[config.mk]
export PLATFORM = sky130hd
export DESIGN_NAME = regfile_mp
export DESIGN_NICKNAME = d
export VERILOG_FILES = /design/src/rtl/regfile_pkg.sv /design/src/rtl/reg_scoreboard.sv /design/src/rtl/regfile_mp.sv
export SDC_FILE = /design/constraint.sdc
export NUM_CORES = 2
export LEC_CHECK = 0
export CORE_ASPECT_RATIO = 1.25
export CORE_MARGIN = 5
export CORE_UTILIZATION = 33
export CTS_CLUSTER_DIAMETER = 100
export DETAILED_ROUTE_END_ITERATION = 12
export PLACE_DENSITY_LB_ADDON = 0.15
export SETUP_SLACK_MARGIN = 0.15
export SYNTH_ARGS = -nofsm -noshare
export SYNTH_HDL_FRONTEND = slang
export SYNTH_SLANG_ARGS = --single-unit
[constraint.sdc]
create_clock -name clk -period 47.2 [get_ports clk]
set_input_delay 7.08 -clock clk [delete_from_list [all_inputs] [get_ports clk]]
set_output_delay 7.08 -clock clk [all_outputs]
set_load 0.01 [all_outputs]
[src/rtl/regfile_pkg.sv]
// Shared constants and packed-port helpers for the multi-port register file.
// Optional write-through forwarding is enabled by defining REGFILE_BYPASS_EN.
package regfile_pkg;

  localparam int DEF_WIDTH = 32;
  localparam int DEF_DEPTH = 32;
  localparam int DEF_NREAD = 2;

  // Low bit of lane i in a bus of w-bit lanes.
  function automatic int lane_lo(input int i, input int w);
    return i * w;
  endfunction

endpackage

[src/rtl/reg_scoreboard.sv]
// Busy bits for outstanding port-B results, with issue/clear arbitration and sb_err.
// REGFILE_BYPASS_EN hides busy for a register being cleared in the same cycle.
module reg_scoreboard
  import regfile_pkg::*;
#(
  parameter int DEPTH    = DEF_DEPTH,
  parameter int NREAD    = DEF_NREAD,
  parameter int ZERO_REG = 1,
  parameter int AW       = $clog2(DEPTH)
) (
  input  logic               clk,
  input  logic               reset,
  input  logic               issue_en,
  input  logic [AW-1:0]      issue_addr,
  input  logic               clr_en,
  input  logic [AW-1:0]      clr_addr,
  input  logic [NREAD*AW-1:0] ra,
  output logic [NREAD-1:0]   busy_rd,
  output logic               sb_err
);

  logic [DEPTH-1:0] busy;
  logic [DEPTH-1:0] busy_nxt;
  logic             set_ok;
  logic             clr_ok;
  logic             err_nxt;

  always_comb begin
    set_ok = issue_en && !(ZERO_REG != 0 && issue_addr == '0);
    clr_ok = clr_en && !(ZERO_REG != 0 && clr_addr == '0);
    busy_nxt = busy;
    if (clr_ok) busy_nxt[clr_addr] = 1'b0;
    // Set after clear: a new issue outranks the retiring result.
    if (set_ok) busy_nxt[issue_addr] = 1'b1;
    err_nxt = (set_ok && busy[issue_addr] &&
               !(clr_ok && clr_addr == issue_addr)) ||
              (clr_ok && !busy[clr_addr]);
  end

  always_ff @(posedge clk or posedge reset) begin
    if (reset) begin
      busy   <= '0;
      sb_err <= 1'b0;
    end else begin
      busy   <= busy_nxt;
      sb_err <= err_nxt;
    end
  end

  for (genvar i = 0; i < NREAD; i++) begin : g_look
    logic [AW-1:0] a;
    logic          b;
    assign a = ra[lane_lo(i, AW) +: AW];
    always_comb begin
      b = busy[a];
`ifdef REGFILE_BYPASS_EN
      if (clr_en && clr_addr == a) b = 1'b0;
`endif
      if (ZERO_REG != 0 && a == '0) b = 1'b0;
    end
    assign busy_rd[i] = b;
  end

endmodule

[src/rtl/regfile_mp.sv]
// Multi-port register file: NREAD async reads, ALU and late write-back ports, scoreboard.
// REGFILE_BYPASS_EN forwards same-cycle write data to the read ports.
module regfile_mp
  import regfile_pkg::*;
#(
  parameter int WIDTH    = DEF_WIDTH,
  parameter int DEPTH    = DEF_DEPTH,
  parameter int NREAD    = DEF_NREAD,
  parameter int ZERO_REG = 1,
  localparam int AW      = $clog2(DEPTH)
) (
  input  logic                   clk,
  input  logic                   reset,
  input  logic                   we_a,
  input  logic [AW-1:0]          wa_a,
  input  logic [WIDTH-1:0]       wd_a,
  input  logic                   we_b,
  input  logic [AW-1:0]          wa_b,
  input  logic [WIDTH-1:0]       wd_b,
  input  logic [NREAD*AW-1:0]    ra,
  output logic [NREAD*WIDTH-1:0] rd,
  output logic [NREAD-1:0]       busy_rd,
  input  logic                   issue_en,
  input  logic [AW-1:0]          issue_addr,
  output logic                   sb_err
);

  logic [WIDTH-1:0] mem [DEPTH];
  logic             wr_a;
  logic             wr_b;

  assign wr_a = we_a && !(ZERO_REG != 0 && wa_a == '0);
  assign wr_b = we_b && !(ZERO_REG != 0 && wa_b == '0);

  // Port B is applied last so it wins a same-address collision.
  always_ff @(posedge clk or posedge reset) begin
    if (reset) begin
      for (int i = 0; i < DEPTH; i++) mem[i] <= '0;
    end else begin
      if (wr_a) mem[wa_a] <= wd_a;
      if (wr_b) mem[wa_b] <= wd_b;
    end
  end

  for (genvar i = 0; i < NREAD; i++) begin : g_rd
    logic [AW-1:0]    a;
    logic [WIDTH-1:0] v;
    assign a = ra[lane_lo(i, AW) +: AW];
    always_comb begin
      v = mem[a];
`ifdef REGFILE_BYPASS_EN
      if (we_b && wa_b == a) v = wd_b;
      else if (we_a && wa_a == a) v = wd_a;
`endif
      if (ZERO_REG != 0 && a == '0) v = '0;
    end
    assign rd[lane_lo(i, WIDTH) +: WIDTH] = v;
  end

  reg_scoreboard #(
    .DEPTH    (DEPTH),
    .NREAD    (NREAD),
    .ZERO_REG (ZERO_REG),
    .AW       (AW)
  ) u_sb (
    .clk        (clk),
    .reset      (reset),
    .issue_en   (issue_en),
    .issue_addr (issue_addr),
    .clr_en     (we_b),
    .clr_addr   (wa_b),
    .ra         (ra),
    .busy_rd    (busy_rd),
    .sb_err     (sb_err)
  );

endmodule

# [Word level (Yosys, flattened, before mapping)]
# Index checks and enable logic that the tools add are counted.
[totals] ram_bits=0 output_inout_bits=67 memories=0 register_bits=1057 romBits=0 latch_bits=0 word_cells=108
[classes] bitwise=7 eq_ne=1 reduce_logical=22 n_shift=0 mul=0 n_div=0 add_sub_neg=0 n_lt_le_gt_ge=12 muxes=32
[ops] cell="bitwise mux 1024 bit" count=2
[ops] cell="2-to-1 mux 1024 bit" count=2
[ops] cell="binary-select mux 32 bit (select 5 bit)" count=2
[ops] cell="demux 32 bit (select 5 bit)" count=2
[ops] cell="2-to-1 mux 32 bit" count=10
[ops] cell="AND 32 bit" count=1
[ops] cell="inverter 32 bit" count=1
[ops] cell="bitwise OR 32 bit" count=1
[ops] cell="zero test 5 bit" count=5
[ops] cell="greater-or-equal comparator 6 bit, second input constant" count=4
[ops] cell="less-than comparator 5 x 6 -> 1 bit, second input constant" count=4
[ops] cell="inverter 5 -> 6 bit" count=4
[ops] cell="binary-select mux 1 bit (select 5 bit)" count=4
[ops] cell="less-than comparator 6 x 1 -> 1 bit, second input constant" count=2
[ops] cell="logical AND 1 bit" count=11
[ops] cell="demux 1 bit (select 5 bit)" count=2
[ops] cell="greater-or-equal comparator 5 x 1 -> 1 bit, second input constant" count=2
[ops] cell="2-to-1 mux 1 bit" count=8
[ops] cell="equality test 5 bit" count=1
[ops] cell="zero test 1 bit" count=5
[ops] cell="logical OR 1 bit" count=1

# [Depth between registers and ports, before layout]
[logic_depth] depth_word=9 mapped_depth=10

# [By module]
# Synthesis repeated with hierarchy kept, for this count alone.
[unflattened] hier_cells=6302 hier_area_um2=65859.4
[modules_own_cells] mod="regfile_mp" cells_per_inst=6081 n_inst=1 area_each_um2=63354.5
[modules_own_cells] mod="reg_scoreboard" cells_per_inst=221 n_inst=1 area_each_um2=2504.9

# [Least setup slack after synthesis]
# No wires, ideal clock.
[synth_timing] path_kind="input-to-output" startpoint="input ra[0]" endpoint="output busy_rd[0]" slack_ns=31.251 cell_stages=8 arrival_time_ns=8.869 t_required_ns=40.120 path_cell_list="buf_2 > buf_6 > buf_4 > buf_2 > mux4_2 > mux4_2 > a21o_1 > buf_4"
[synth_between] elab_chain_cells=3 word_cells_on_any_way=4
[synth_lines] element="start, declared" line="regfile_mp.sv:20" rtl="input logic [NREAD*AW-1:0] ra,"
[synth_lines] element="binary-select mux 1 bit (select 5 bit)" line="reg_scoreboard.sv:55" rtl="b = busy[a];"
[synth_lines] element="2-to-1 mux 1 bit (implied by the code)" line="reg_scoreboard.sv:55"
[synth_lines] element="2-to-1 mux 1 bit (*)" line="reg_scoreboard.sv:59" rtl="if (ZERO_REG != 0 && a == '0) b = 1'b0;"
[synth_lines] element="end, declared" line="regfile_mp.sv:22" rtl="output logic [NREAD-1:0] busy_rd,"
# Mark *: on every way between the ends. The rest lies on a longest branch, timed or not. The select of a mux whose other input is x is not followed.

# [Worst setup path after layout]
[layout_timing] startpoint="input ra[5]" endpoint="output rd[44]"
[layout_between] elab_chain_cells=5 word_cells_on_any_way=6
[layout_lines] element="inverter 5 -> 6 bit (implied by the code)" line="regfile_mp.sv:50" rtl="v = mem[a];"
[layout_lines] element="binary-select mux 32 bit (select 5 bit)" line="regfile_mp.sv:50"
[layout_lines] element="2-to-1 mux 32 bit (implied by the code) (2 in a row)" line="regfile_mp.sv:50"
[layout_lines] element="2-to-1 mux 32 bit (*)" line="regfile_mp.sv:55" rtl="if (ZERO_REG != 0 && a == '0) v = '0;"
[layout_lines] element="end, declared" line="regfile_mp.sv:21" rtl="output logic [NREAD*WIDTH-1:0] rd,"
# Marks and branches as above.

==> flow_metrics.env <==
export IMPL_run_status="complete, no violations"
export IMPL_drv_slew=0
export IMPL_area_delta_synth_final_pct=11.7
export IMPL_hold_viol=0
export IMPL_wl_um=283000
export IMPL_multiInputGateArea_um2=36000
export IMPL_via_count=51000
export IMPL_ant_nets=0
export IMPL_vias_per_cell=6.03
export IMPL_cts_htree_levels=3
export IMPL_cts_made_buffers=119
export IMPL_peakVddDrop_mv=0.0277
export IMPL_ff2ff_setup_slack_ns=45.50
export IMPL_syn_inst=6088
export IMPL_power_density_nw_per_um2=42.9
export IMPL_cp_required_ns=40.12
export IMPL_power_leakage_nw=30.1
export IMPL_grt_pass1_vias=50500
export IMPL_drc=0
export IMPL_cts_root_buf="clkbuf_16"
export IMPL_fin_crit_ns=18.89
export IMPL_grt_first_pass_wirelength_um=403000
export IMPL_synth_flop_cell="dfrtp_1"
export IMPL_cp_cell_sequence="buf_8, buf_4, buf_4, buf_4, mux4_2, a22o_1, a211oi_1, a211oi_1, clkdlybuf4s50_1"
export IMPL_initial_core_util_pct=33.2
export IMPL_tightestPinTransition_ns=1.32
export IMPL_die_h_um=507
export IMPL_drive_above_1_share_pct=16.8
export IMPL_setup_viol=0
export IMPL_endpoint_kind="output pin"
export IMPL_yosys_warnings=0
export IMPL_clock_path_buffers=3
export IMPL_grt_remaining_overflow=0
export IMPL_synth_top_area_share_pct=40.5
export IMPL_die_area_um2=207000
export IMPL_fin_cells=8465
export IMPL_dpl_cell_count=8236
export IMPL_grt_max_degree=147
export IMPL_insertion_delay_ns=0.73
export IMPL_start_kind="input pin"
export IMPL_antenna_found_initial=12
export IMPL_core_um2=197000
export IMPL_portBuffers=160
export IMPL_critPathSlowestCell="buf_4"
export IMPL_whs_endpoint="mem[1009]$_DFF_PP0_"
export IMPL_placed_cell_area_um2=68700
export IMPL_p_sw_share_pct=31.1
export IMPL_hold_path_class="flip-flop to flip-flop"
export IMPL_synth_edf_count=0
export IMPL_hpwlAfterDp_um=160000
export IMPL_p_total_mw=3.13
export IMPL_cts_tree="built"
export IMPL_synth_cell_type_count=51
export IMPL_hold_buffers=0
export IMPL_drtIter0Drc=5058
export IMPL_async_reset_ff_share_pct=100
export IMPL_syn_nets=6182
export IMPL_cts_sinks=1057
export IMPL_maxSlewHeadroom_pct=11.8
export IMPL_clkPwrFrac_pct=32.7
export IMPL_ff2ff_path_depth=4
export IMPL_hold_depth=0
export IMPL_die_x_um=408
export IMPL_postCtsSetupBuffers=0
export IMPL_internal_power_mw=2.15
export IMPL_switching_power_uw=974
export IMPL_ios=161
export IMPL_final_area_um2=73000
export IMPL_ctsResizeCount=0
export IMPL_finalClockSkew_ns=0.00834
export IMPL_track_usage_pct=26.8
export IMPL_rows=182
export IMPL_synth_seq_cells=1057
export IMPL_ys_seq_area_share_pct=40.5
export IMPL_place_congestion=0.810
export IMPL_rsz0062_at_grt="false"
export IMPL_cp_common_cell="buf_4"
export IMPL_firstDrtPassIters=6
export IMPL_utilization_pct=37.0
export IMPL_worstHoldStart="mem[1009]$_DFF_PP0_"
export IMPL_path_class="input pin to output pin"
export IMPL_fillers=19100
export IMPL_cpPeakStageDelay_ns=0.81
export IMPL_clock_fmax_mhz=52.9
export IMPL_dp_slack_ns=28.34
export IMPL_fin_nets=5875
export IMPL_synth_area_um2=65300
export IMPL_crit_fanout=42
export IMPL_rr_endpoint="u_sb.sb_err$_DFF_PP0_"
export IMPL_arrival_ns=11.81
export IMPL_clk_pin_slew_ns=0.06
export IMPL_holdWs_ns=0.397
export IMPL_pwr_share_seq_pct=42.4
export IMPL_timing_final_crit_share_pct=40.0
export IMPL_synth_top_cell_by_area="dfrtp_1"
export IMPL_seqCellArea_um2=26500
export IMPL_wl_per_cell_um=33.4
export IMPL_worst_slack_ns=28.31
export IMPL_r2r_start="u_sb.busy[7]$_DFF_PP0_"
export IMPL_cap_violations=0
export IMPL_combPwrFrac_pct=24.9
export IMPL_avgSynthCellArea_um2=10.7
export IMPL_finalSetupTns_ns=0
export IMPL_synth_area_top_cells="dfrtp_1, mux4_2, mux2i_1, a21oi_1, o21ai_0"
worst max-delay path: cells and delay by family:
family                 cells  cell delay [ns]
muxes                      1             0.36
AOI/OAI and AO/OA          3             0.92
buffers and inverters      5             3.32
flip-flops by register name, indices dropped and copies added (netlist names):
| register | count |
|---|---|
| u_sb.busy | 32 |
| mem | 1024 |
| u_sb.sb_err | 1 |
cells in the mapped netlist (39+ instances only):
cell       number
a22oi_1        39
o21ai_0       467
clkbuf_1      545
a2bb2oi_1      52
buf_2         104
dfrtp_1      1057
buf_4          60
nor2_1        542
a32oi_1        66
buf_1          55
a211oi_1       90
a21oi_1       523
nand2_1       551
mux2i_1      1087
mux4_2        503
o22ai_1        89
per-layer routing:
layer	track usage, %	up-vias	wire [um]
met3	4.20	545	18500
li1	-	21800	-
met1	34.8	26500	115000
met5	0	-	27
met4	11.3	4	13400
met2	44.7	2152	136000
layout make-up:
type                            instances  area share, %
Sequential cell                      1057           36.3
Clock buffer                          181           5.02
Timing Repair Buffer                  348           4.17
Antenna cell                            8         0.0274
Tap cell                             2576           4.42
Inverter                               14         0.0823
Clock inverter                         40          0.741
Multi-Input combinational cell       4241           49.3
worst max path at each step:
stage          slack, ns               end  startpoint  cells past startpoint
4_1_cts            28.34            rd[44]       ra[5]                      9
2_1_floorplan      10.37  mem[0]$_DFF_PP0_       reset                      1
3_5_place_dp       28.34            rd[44]       ra[5]                      9
3_3_place_gp       28.32            rd[44]       ra[5]                      9
6_report           28.31            rd[44]       ra[5]                      9
5_1_grt            28.14            rd[44]       ra[5]                      9
layout by cell type (no fill, tap or decap), types with 8 or more instances in the layout:
cell	instances
bufinv_16	11
a2bb2oi_1	52
a22o_1	28
clkinv_2	18
diode_2	8
a211oi_1	90
a22oi_1	39
o221ai_1	32
a21oi_1	523
a32oi_1	66
mux4_2	503
clkbuf_8	42
mux2i_1	1087
inv_1	13
nand2_1	532
nor2_1	522
a21o_1	33
buf_4	190
nand2b_1	8
o22ai_1	89
o21ai_0	467
clkbuf_1	19
clkdlybuf4s50_1	152
nor2_4	26
dfrtp_1	1057
nand2_4	16
o21ai_1	33
clkbuf_16	121
cells by family (layout without fill, tap and decap cells):
logic type | after synthesis | after routing | share of synthesized area (%)
other | 0 | 8 | 0
and+or+nand+nor | 1186 | 1186 | 7.20
DFF | 1057 | 1057 | 40.5
muxes | 1591 | 1591 | 34.0
xor gates and xnor gates | 5 | 5 | 0.0670
buffers and inverters | 790 | 583 | 5.22
AOI/OAI and AO/OA | 1459 | 1459 | 13.0
power by group through the flow:
stage	registers (mW)	logic (mW)	clock network, mW
after floorplan	1.27	0.586	0
after global placement	1.33	0.765	0
after detailed placement	1.34	0.779	0
after CTS	1.32	0.779	1.04
after global routing	1.36	0.846	1.07
final	1.33	0.779	1.02
(Power assumes the default switching activity.)
